**src/rtl/bp_pkg.sv**
```systemverilog
// Shared types for the return-PC predictor update queue.
// bp_update_t is the unit stored in the FIFO and compared by the duplicate filter.
package bp_pkg;

  typedef enum logic [1:0] {
    KIND_NONE = 2'd0,
    KIND_CALL = 2'd1,
    KIND_RET  = 2'd2,
    KIND_RSVD = 2'd3
  } bp_kind_t;

  typedef struct packed {
    bp_kind_t    kind;
    logic [31:0] pc;
    logic [31:0] target;
  } bp_update_t;

  // A call's return address skips the delay slot.
  localparam logic [31:0] RET_OFFSET = 32'd8;

endpackage

```
**src/rtl/bp_update_queue_if.sv**
```systemverilog
// Execute-side event handshake plus the predictor update port.
// The slave side is the queue; the master side is the surrounding pipeline.
interface bp_update_queue_if;
  import bp_pkg::*;

  logic        in_valid;
  logic        in_ready;
  bp_kind_t    in_kind;
  logic [31:0] in_pc;
  logic [31:0] in_target;
  logic        drain_en;
  logic        is_call;
  logic        is_ret;
  logic [31:0] call_pc;
  logic [31:0] ret_pc;
  logic [31:0] jrra_pc;

  modport slave (
    input  in_valid, in_kind, in_pc, in_target, drain_en,
    output in_ready, is_call, is_ret, call_pc, ret_pc, jrra_pc
  );

  modport master (
    output in_valid, in_kind, in_pc, in_target, drain_en,
    input  in_ready, is_call, is_ret, call_pc, ret_pc, jrra_pc
  );
endinterface

```
**src/rtl/bp_fifo.sv**
```systemverilog
// Circular buffer of DEPTH update records; the caller guarantees no push when
// full and no pop when empty, so the buffer itself does no overflow checking.
module bp_fifo
  import bp_pkg::*;
#(
  parameter int DEPTH = 4
) (
  input  logic                     clk,
  input  logic                     resetn,
  input  logic                     push,
  input  bp_update_t               push_data,
  input  logic                     pop,
  output bp_update_t               pop_data,
  output logic [$clog2(DEPTH):0]   count
);

  localparam int PW = $clog2(DEPTH);

  bp_update_t    mem [DEPTH];
  logic [PW-1:0] head;
  logic [PW-1:0] tail;

  assign pop_data = mem[head];

  // Pointers wrap naturally because DEPTH is a power of two.
  always_ff @(posedge clk or negedge resetn) begin
    if (!resetn) begin
      head  <= '0;
      tail  <= '0;
      count <= '0;
    end else begin
      if (push) tail <= tail + 1'b1;
      if (pop)  head <= head + 1'b1;
      case ({push, pop})
        2'b10:   count <= count + 1'b1;
        2'b01:   count <= count - 1'b1;
        default: count <= count;
      endcase
    end
  end

  always_ff @(posedge clk) begin
    if (push) mem[tail] <= push_data;
  end

endmodule

```
**src/rtl/bp_update_queue.sv**
```systemverilog
// Filters call/return events, buffers them, and drains one per cycle into the
// return-PC predictor as registered single-cycle update strobes.
module bp_update_queue
  import bp_pkg::*;
#(
  parameter int DEPTH    = 4,
  parameter int CNT_BITS = 16
) (
  input  logic                   clk,
  input  logic                   resetn,
  bp_update_queue_if.slave       bus,
  output logic [$clog2(DEPTH):0] count,
  output logic [CNT_BITS-1:0]    dup_drop_cnt
);

  localparam int CW = $clog2(DEPTH) + 1;
  localparam logic [CW-1:0] FULL_CNT = CW'(DEPTH);
  localparam logic [CW-1:0] ONE_CNT  = CW'(1);

  bp_update_t in_rec;
  bp_update_t last_rec;
  bp_update_t head_rec;
  logic       last_valid;
  logic       accept;
  logic       is_event;
  logic       is_dup;
  logic       push;
  logic       pop;

  assign in_rec = '{kind: bus.in_kind, pc: bus.in_pc, target: bus.in_target};

  // Ready is held low through reset so nothing is consumed before the queue exists.
  assign bus.in_ready = resetn && (count != FULL_CNT);
  assign accept       = bus.in_valid && bus.in_ready;
  assign is_event     = (bus.in_kind == KIND_CALL) || (bus.in_kind == KIND_RET);
  assign is_dup       = last_valid && (in_rec == last_rec);
  assign push         = accept && is_event && !is_dup;
  assign pop          = (count != '0) && bus.drain_en;

  bp_fifo #(.DEPTH(DEPTH)) u_fifo (
    .clk       (clk),
    .resetn    (resetn),
    .push      (push),
    .push_data (in_rec),
    .pop       (pop),
    .pop_data  (head_rec),
    .count     (count)
  );

  // Forgetting the last record on drain-to-empty lets a repeat event re-train.
  always_ff @(posedge clk or negedge resetn) begin
    if (!resetn) begin
      last_valid <= 1'b0;
      last_rec   <= '0;
    end else if (push) begin
      last_valid <= 1'b1;
      last_rec   <= in_rec;
    end else if (pop && count == ONE_CNT) begin
      last_valid <= 1'b0;
    end
  end

  always_ff @(posedge clk or negedge resetn) begin
    if (!resetn) begin
      dup_drop_cnt <= '0;
    end else if (accept && is_event && is_dup && dup_drop_cnt != '1) begin
      dup_drop_cnt <= dup_drop_cnt + 1'b1;
    end
  end

  always_ff @(posedge clk or negedge resetn) begin
    if (!resetn) begin
      bus.is_call <= 1'b0;
      bus.is_ret  <= 1'b0;
      bus.call_pc <= '0;
      bus.ret_pc  <= '0;
      bus.jrra_pc <= '0;
    end else begin
      bus.is_call <= 1'b0;
      bus.is_ret  <= 1'b0;
      if (pop) begin
        if (head_rec.kind == KIND_CALL) begin
          bus.is_call <= 1'b1;
          bus.call_pc <= head_rec.pc;
          bus.ret_pc  <= head_rec.pc + RET_OFFSET;
          bus.jrra_pc <= '0;
        end else begin
          bus.is_ret  <= 1'b1;
          bus.call_pc <= '0;
          bus.ret_pc  <= head_rec.target;
          bus.jrra_pc <= head_rec.pc;
        end
      end
    end
  end

endmodule
```
**src/flat_wrapper.sv**
```systemverilog
// flat-port wrapper written by rule: the top's interface ports become plain ports
module bp_update_queue_flat import bp_pkg::*;
#(
  parameter int DEPTH    = 4,
  parameter int CNT_BITS = 16
)
  (clk, resetn, count, dup_drop_cnt, bus_in_valid, bus_in_kind, bus_in_pc, bus_in_target, bus_drain_en, bus_in_ready, bus_is_call, bus_is_ret, bus_call_pc, bus_ret_pc, bus_jrra_pc);
  bp_update_queue_if bus_i ();
  input  logic clk;
  input  logic resetn;
  output logic [$clog2(DEPTH):0] count;
  output logic [CNT_BITS-1:0] dup_drop_cnt;
  input wire logic [$bits(bus_i.in_valid)-1:0] bus_in_valid;
  input wire logic [$bits(bus_i.in_kind)-1:0] bus_in_kind;
  input wire logic [$bits(bus_i.in_pc)-1:0] bus_in_pc;
  input wire logic [$bits(bus_i.in_target)-1:0] bus_in_target;
  input wire logic [$bits(bus_i.drain_en)-1:0] bus_drain_en;
  output wire logic [$bits(bus_i.in_ready)-1:0] bus_in_ready;
  output wire logic [$bits(bus_i.is_call)-1:0] bus_is_call;
  output wire logic [$bits(bus_i.is_ret)-1:0] bus_is_ret;
  output wire logic [$bits(bus_i.call_pc)-1:0] bus_call_pc;
  output wire logic [$bits(bus_i.ret_pc)-1:0] bus_ret_pc;
  output wire logic [$bits(bus_i.jrra_pc)-1:0] bus_jrra_pc;
  assign bus_i.in_valid = bus_in_valid;
  assign bus_i.in_kind = bus_in_kind;
  assign bus_i.in_pc = bus_in_pc;
  assign bus_i.in_target = bus_in_target;
  assign bus_i.drain_en = bus_drain_en;
  assign bus_in_ready = bus_i.in_ready;
  assign bus_is_call = bus_i.is_call;
  assign bus_is_ret = bus_i.is_ret;
  assign bus_call_pc = bus_i.call_pc;
  assign bus_ret_pc = bus_i.ret_pc;
  assign bus_jrra_pc = bus_i.jrra_pc;
  bp_update_queue #(.DEPTH(DEPTH), .CNT_BITS(CNT_BITS)) u_core (.clk(clk), .resetn(resetn), .bus(bus_i), .count(count), .dup_drop_cnt(dup_drop_cnt));
endmodule
```
**config.mk**
```make
export PLATFORM = sky130hd
export DESIGN_NAME = bp_update_queue_flat
export DESIGN_NICKNAME = d
export VERILOG_FILES = /design/src/rtl/bp_pkg.sv /design/src/rtl/bp_update_queue_if.sv /design/src/rtl/bp_fifo.sv /design/src/rtl/bp_update_queue.sv /design/src/flat_wrapper.sv
export SDC_FILE = /design/constraint.sdc
export NUM_CORES = 1
export LEC_CHECK = 0
export CAP_MARGIN = 40
export CELL_PAD_IN_SITES_DETAIL_PLACEMENT = 0
export CELL_PAD_IN_SITES_GLOBAL_PLACEMENT = 1
export CORE_MARGIN = 2
export CORE_UTILIZATION = 39
export DETAILED_ROUTE_END_ITERATION = 12
export PLACE_DENSITY_LB_ADDON = 0.2
export SLEW_MARGIN = 20
export SYNTH_ARGS = -nofsm -noshare
export SYNTH_HDL_FRONTEND = slang
export SYNTH_SLANG_ARGS = --single-unit
```
**constraint.sdc**
```tcl
create_clock -name clk -period 4.8 [get_ports clk]
set_input_delay 0.96 -clock clk [delete_from_list [all_inputs] [get_ports clk]]
set_output_delay 0.96 -clock clk [all_outputs]
set_load 0.1 [all_outputs]
```
==> results.md <==
- Status: complete, but fails checks
- Failing checks: DRC
- Routed wire length: about 50000 um
- Synth Flop Type: edfxtp_1
- CTS tree: yes
- I/O Buffers: between 150 and 200
- Reg-to-Reg Start: u_core.u_fifo.head[0]
- Worst setup EP type: flip-flop
- Synth warnings: 0
- R2r worst-path depth: 7
- Crit-path max FO: 22
- First-pass GRT wire length: 73830 um
- Maxcap violations: 0
- Total GRT Usage: approximately a fifth
- Main combinational cell family by area after synthesis: multiplexers
- DRT Pass-1 Iters: 11
- Hold Path Stages: 2
- Dpl cells: 2085
- Fin crit period: ~3.5 ns
- Initial Util: approximately two fifths
- Setup TNS: 0 ns
- Worst Hold Path EP: u_core.bus.call_pc[16]
- Wire per inst: 22.35 um
- XOR/XNOR share of the synthesized area: between 5 and 6%
- Non-Filler Instances: 2179
- R2r setup slk: about 1.7 ns
- Avg Cell Area, Syn: between 15 and 20 sq um
- Insertion delay to the later sink of the worst-skew pair: 0.58 ns
- Synth cell types: 53
- Setup CP Type: input port to flip-flop
- Slowest CP cell: clkdlybuf4s50_1
- Remaining antenna violation count: 0
- DIE AREA: a little under 0.05 sq mm
- WL met3: ~2100 um
- # nets final: 1612
- Ports: ~190
- CP top delay family: buffers and inverters
- Power Density: just over 700 mW/mm^2
- Syn Nets: 1279
- Clock buffer depth: 3
- Max Fclk: approximately 280 MHz
- Worst Path Buf+Inv: 4
- Final setup viols: 0
- CP arrival: 3.99 ns
- #FFs+latches synth: approximately 450
- Hold_sp: u_core.bus.call_pc[16]
- Max Slew Vio Count: 0
- Top routing layer in use: met5
- DP Wirelength: around 34000 um
- Routed vias/inst: around 5.1
- Period utilization: 73.57%
- Final instance area: 0.02477 sq mm
- RSZ-0062 raised after global routing: false
- Final Hold Fails: 0
- Post-Synth Adder-Cell Area: less than 1%
- Vias in the first global route: 11410
- Placement Setup Slack: between 0.6 and 0.7 ns
- Startpoint type of the worst setup path: input port
- Row count: roughly 80
- Vias: 11069
- Worst-Margin Slew: between 0.6 and 0.7 ns
- DR iter-0 viols: approximately 810
- Final GP Congestion: 0.7631
- CP Cell Sequence: clkdlybuf4s50_1 -> xor2_1 -> nor4_1 -> clkdlybuf4s15_2 -> nand4_1 -> nor4_2 -> buf_4 -> a21bo_4 -> buf_4 -> mux2_2
- Post-synth EDFFs: between 200 and 300
- Clk pin slew, worst setup/hold paths: 0.06 ns
- Number of remaining DRC errors: 17
- Ys async rst share: between 40% and 50%
- Die H: around 220 um
- Largest net degree at the start of global routing: around 70
- Worst setup margin: 1.269 ns
- Met2 Wirelength: roughly 24000 um
- Post-cts sizing count: 0
- Leak: about 9.4 nW
- Rel. slew slack: 54.55%
- Post-Synth Simple-Gate Area: 6.859%
- Area Overhead vs Synth: 34.30%
- Maximum VDD drop: 0.4573 mV
- Wire length on met1: between 20000 and 25000 um
- Die width: between 200 and 250 um
- Hold crit path type: flip-flop to flip-flop
- CTS Buf Count: 49
- Setup Skew: about 0.023 ns
- Register area share after synthesis: between 60% and 70%
- Clk Tree Root Cell: clkbuf_16
- Slowest stage delay, CP: ~0.55 ns
- CTS sink cnt: between 400 and 500
- Initial antenna violation count: 4
- Cells after synthesis: roughly 1200
- Htree depth: 2
- Reg2reg end: u_core.bus.ret_pc[20]
- CTS Hold Bufs: 0
- Most common cell on crit path: buf_4
- Area of the mapped netlist: about 0.018 sq mm
- WP data required: approximately 5.3 ns
- DP Area: ~0.023 sq mm
- Post-synthesis compound-gate area fraction: under 10%
- Final global-route overflow total: 0
- Setup bufs post-CTS: 0
- Mux contribution to synthesized area: 12.36%
- Fraction of layout cells with a size suffix above 1: between 20% and 30%
- Core Box Area: around 0.047 sq mm
registers in the layout, summed over array words and instances (netlist names), 3 cells and up:
signal / count
u_core.u_fifo.mem: 264
u_core.last_rec: 66
u_core.bus.call_pc: 32
u_core.bus.jrra_pc: 32
u_core.bus.ret_pc: 32
u_core.dup_drop_cnt: 16
u_core.u_fifo.count: 3
report_power, final:
part / switching, mW / leakage, nW / internal (mW)
clock network: 1.49 / 0.747 / 2.04
logic: 5.31 / 3.98 / 3.27
registers: 0.600 / 4.70 / 4.96
per-layer routing:
| layer | GRT usage (%) | vias up |
|---|---|---|
| met5 | 0 | - |
| met2 | 33.01 | 270 |
| met1 | 28.21 | 5654 |
| li1 | - | 5084 |
| met3 | 3.213 | 55 |
| met4 | 4.839 | 6 |
synth_stat cells, types with 2 or more instances:
cell | n | share of area [%]
o22ai_1 | 6 | 0.20
xor2_1 | 73 | 3.5
clkbuf_1 | 34 | 0.69
a31oi_1 | 4 | 0.14
buf_6 | 4 | 0.24
mux2_2 | 48 | 2.9
o221ai_1 | 2 | 0.095
buf_2 | 7 | 0.19
mux4_2 | 49 | 6.0
nand3_1 | 18 | 0.49
nand2_1 | 146 | 3.0
nand4_2 | 2 | 0.14
nor3_2 | 2 | 0.11
mux2i_1 | 5 | 0.27
nor4_2 | 3 | 0.20
and3_1 | 6 | 0.20
o2111a_1 | 2 | 0.12
o31ai_1 | 3 | 0.12
o21ai_0 | 93 | 2.5
nor3_1 | 7 | 0.19
o21ai_1 | 5 | 0.14
buf_8 | 2 | 0.16
a21oi_1 | 14 | 0.38
dfrtp_1 | 188 | 26
xnor2_1 | 38 | 1.8
ha_1 | 11 | 0.75
nor2_1 | 48 | 0.98
and2_1 | 2 | 0.068
inv_1 | 24 | 0.49
edfxtp_1 | 264 | 43
nand2b_1 | 3 | 0.10
nor4_1 | 14 | 0.47
mux2_1 | 17 | 1.0
buf_4 | 8 | 0.33
and2_4 | 2 | 0.095
a21boi_0 | 2 | 0.081
nand4_1 | 12 | 0.41
mux4_1 | 15 | 2.1
cells by family after synthesis:
group           after synthesis
compound gates              135
xor+xnor                    111
fa+ha+maj                    11
buf+inv                      81
flops                       452
mux                         134
simple gates                274
per-stage QoR:
step	hold slack, ns	util (%)	power, mW
after floorplan	0.4635	-	10.61
after global placement	0.4618	45.17	12.67
after detailed placement	0.4708	49.74	14.27
after CTS	0.4799	52.98	17.84
after global routing	0.4937	53.09	18.43
final	0.4770	53.09	17.67
how the worst max path moves through the flow:
stage                     cells after the start              startpoint  slack, ns                       to
after floorplan                               9  u_core.u_fifo.count[0]       0.11  u_core.u_fifo.mem[0][0]
after global placement                        9           bus_in_pc[29]       0.39       u_core.last_rec[1]
after detailed placement                      9          bus_in_kind[0]       0.60      u_core.last_rec[23]
after CTS                                     9          bus_in_kind[0]       1.22      u_core.last_rec[23]
after global routing                         10           bus_in_pc[29]       1.04      u_core.last_rec[23]
final                                        10           bus_in_pc[29]       1.27       u_core.last_rec[1]
cell type report:
class	count	area, sq um
clock inverters	21	135.1
inverters	25	93.84
multi-input cells	665	5464
diodes	1	2.502
clock buffers	70	1376
well taps	607	759.5
flip-flops and latches	452	12640
repair buffers	338	4299
fillers	3796	21890
worst min-delay path, stage by stage, from the launching register on:
cell,delay (ns)
dfrtp_1,0.34
nand2_1,0.04
o21ai_0,0.06
layout by cell type, fill, tap and decap left out, drive strengths merged, types with 19 or more instances in the layout:
cell type      Yosys  layout
mux2              65      65
nor2              48      48
buf               22     151
nand2            146     146
mux4              64      64
o21ai             98      98
clkdlybuf4s50      0     185
xnor2             38      38
xor2              73      73
inv               24      25
clkinv             1      20
dfrtp            188     188
nand3             19      19
clkbuf            34      71
edfxtp           264     264
(Power assumes the default switching activity.)
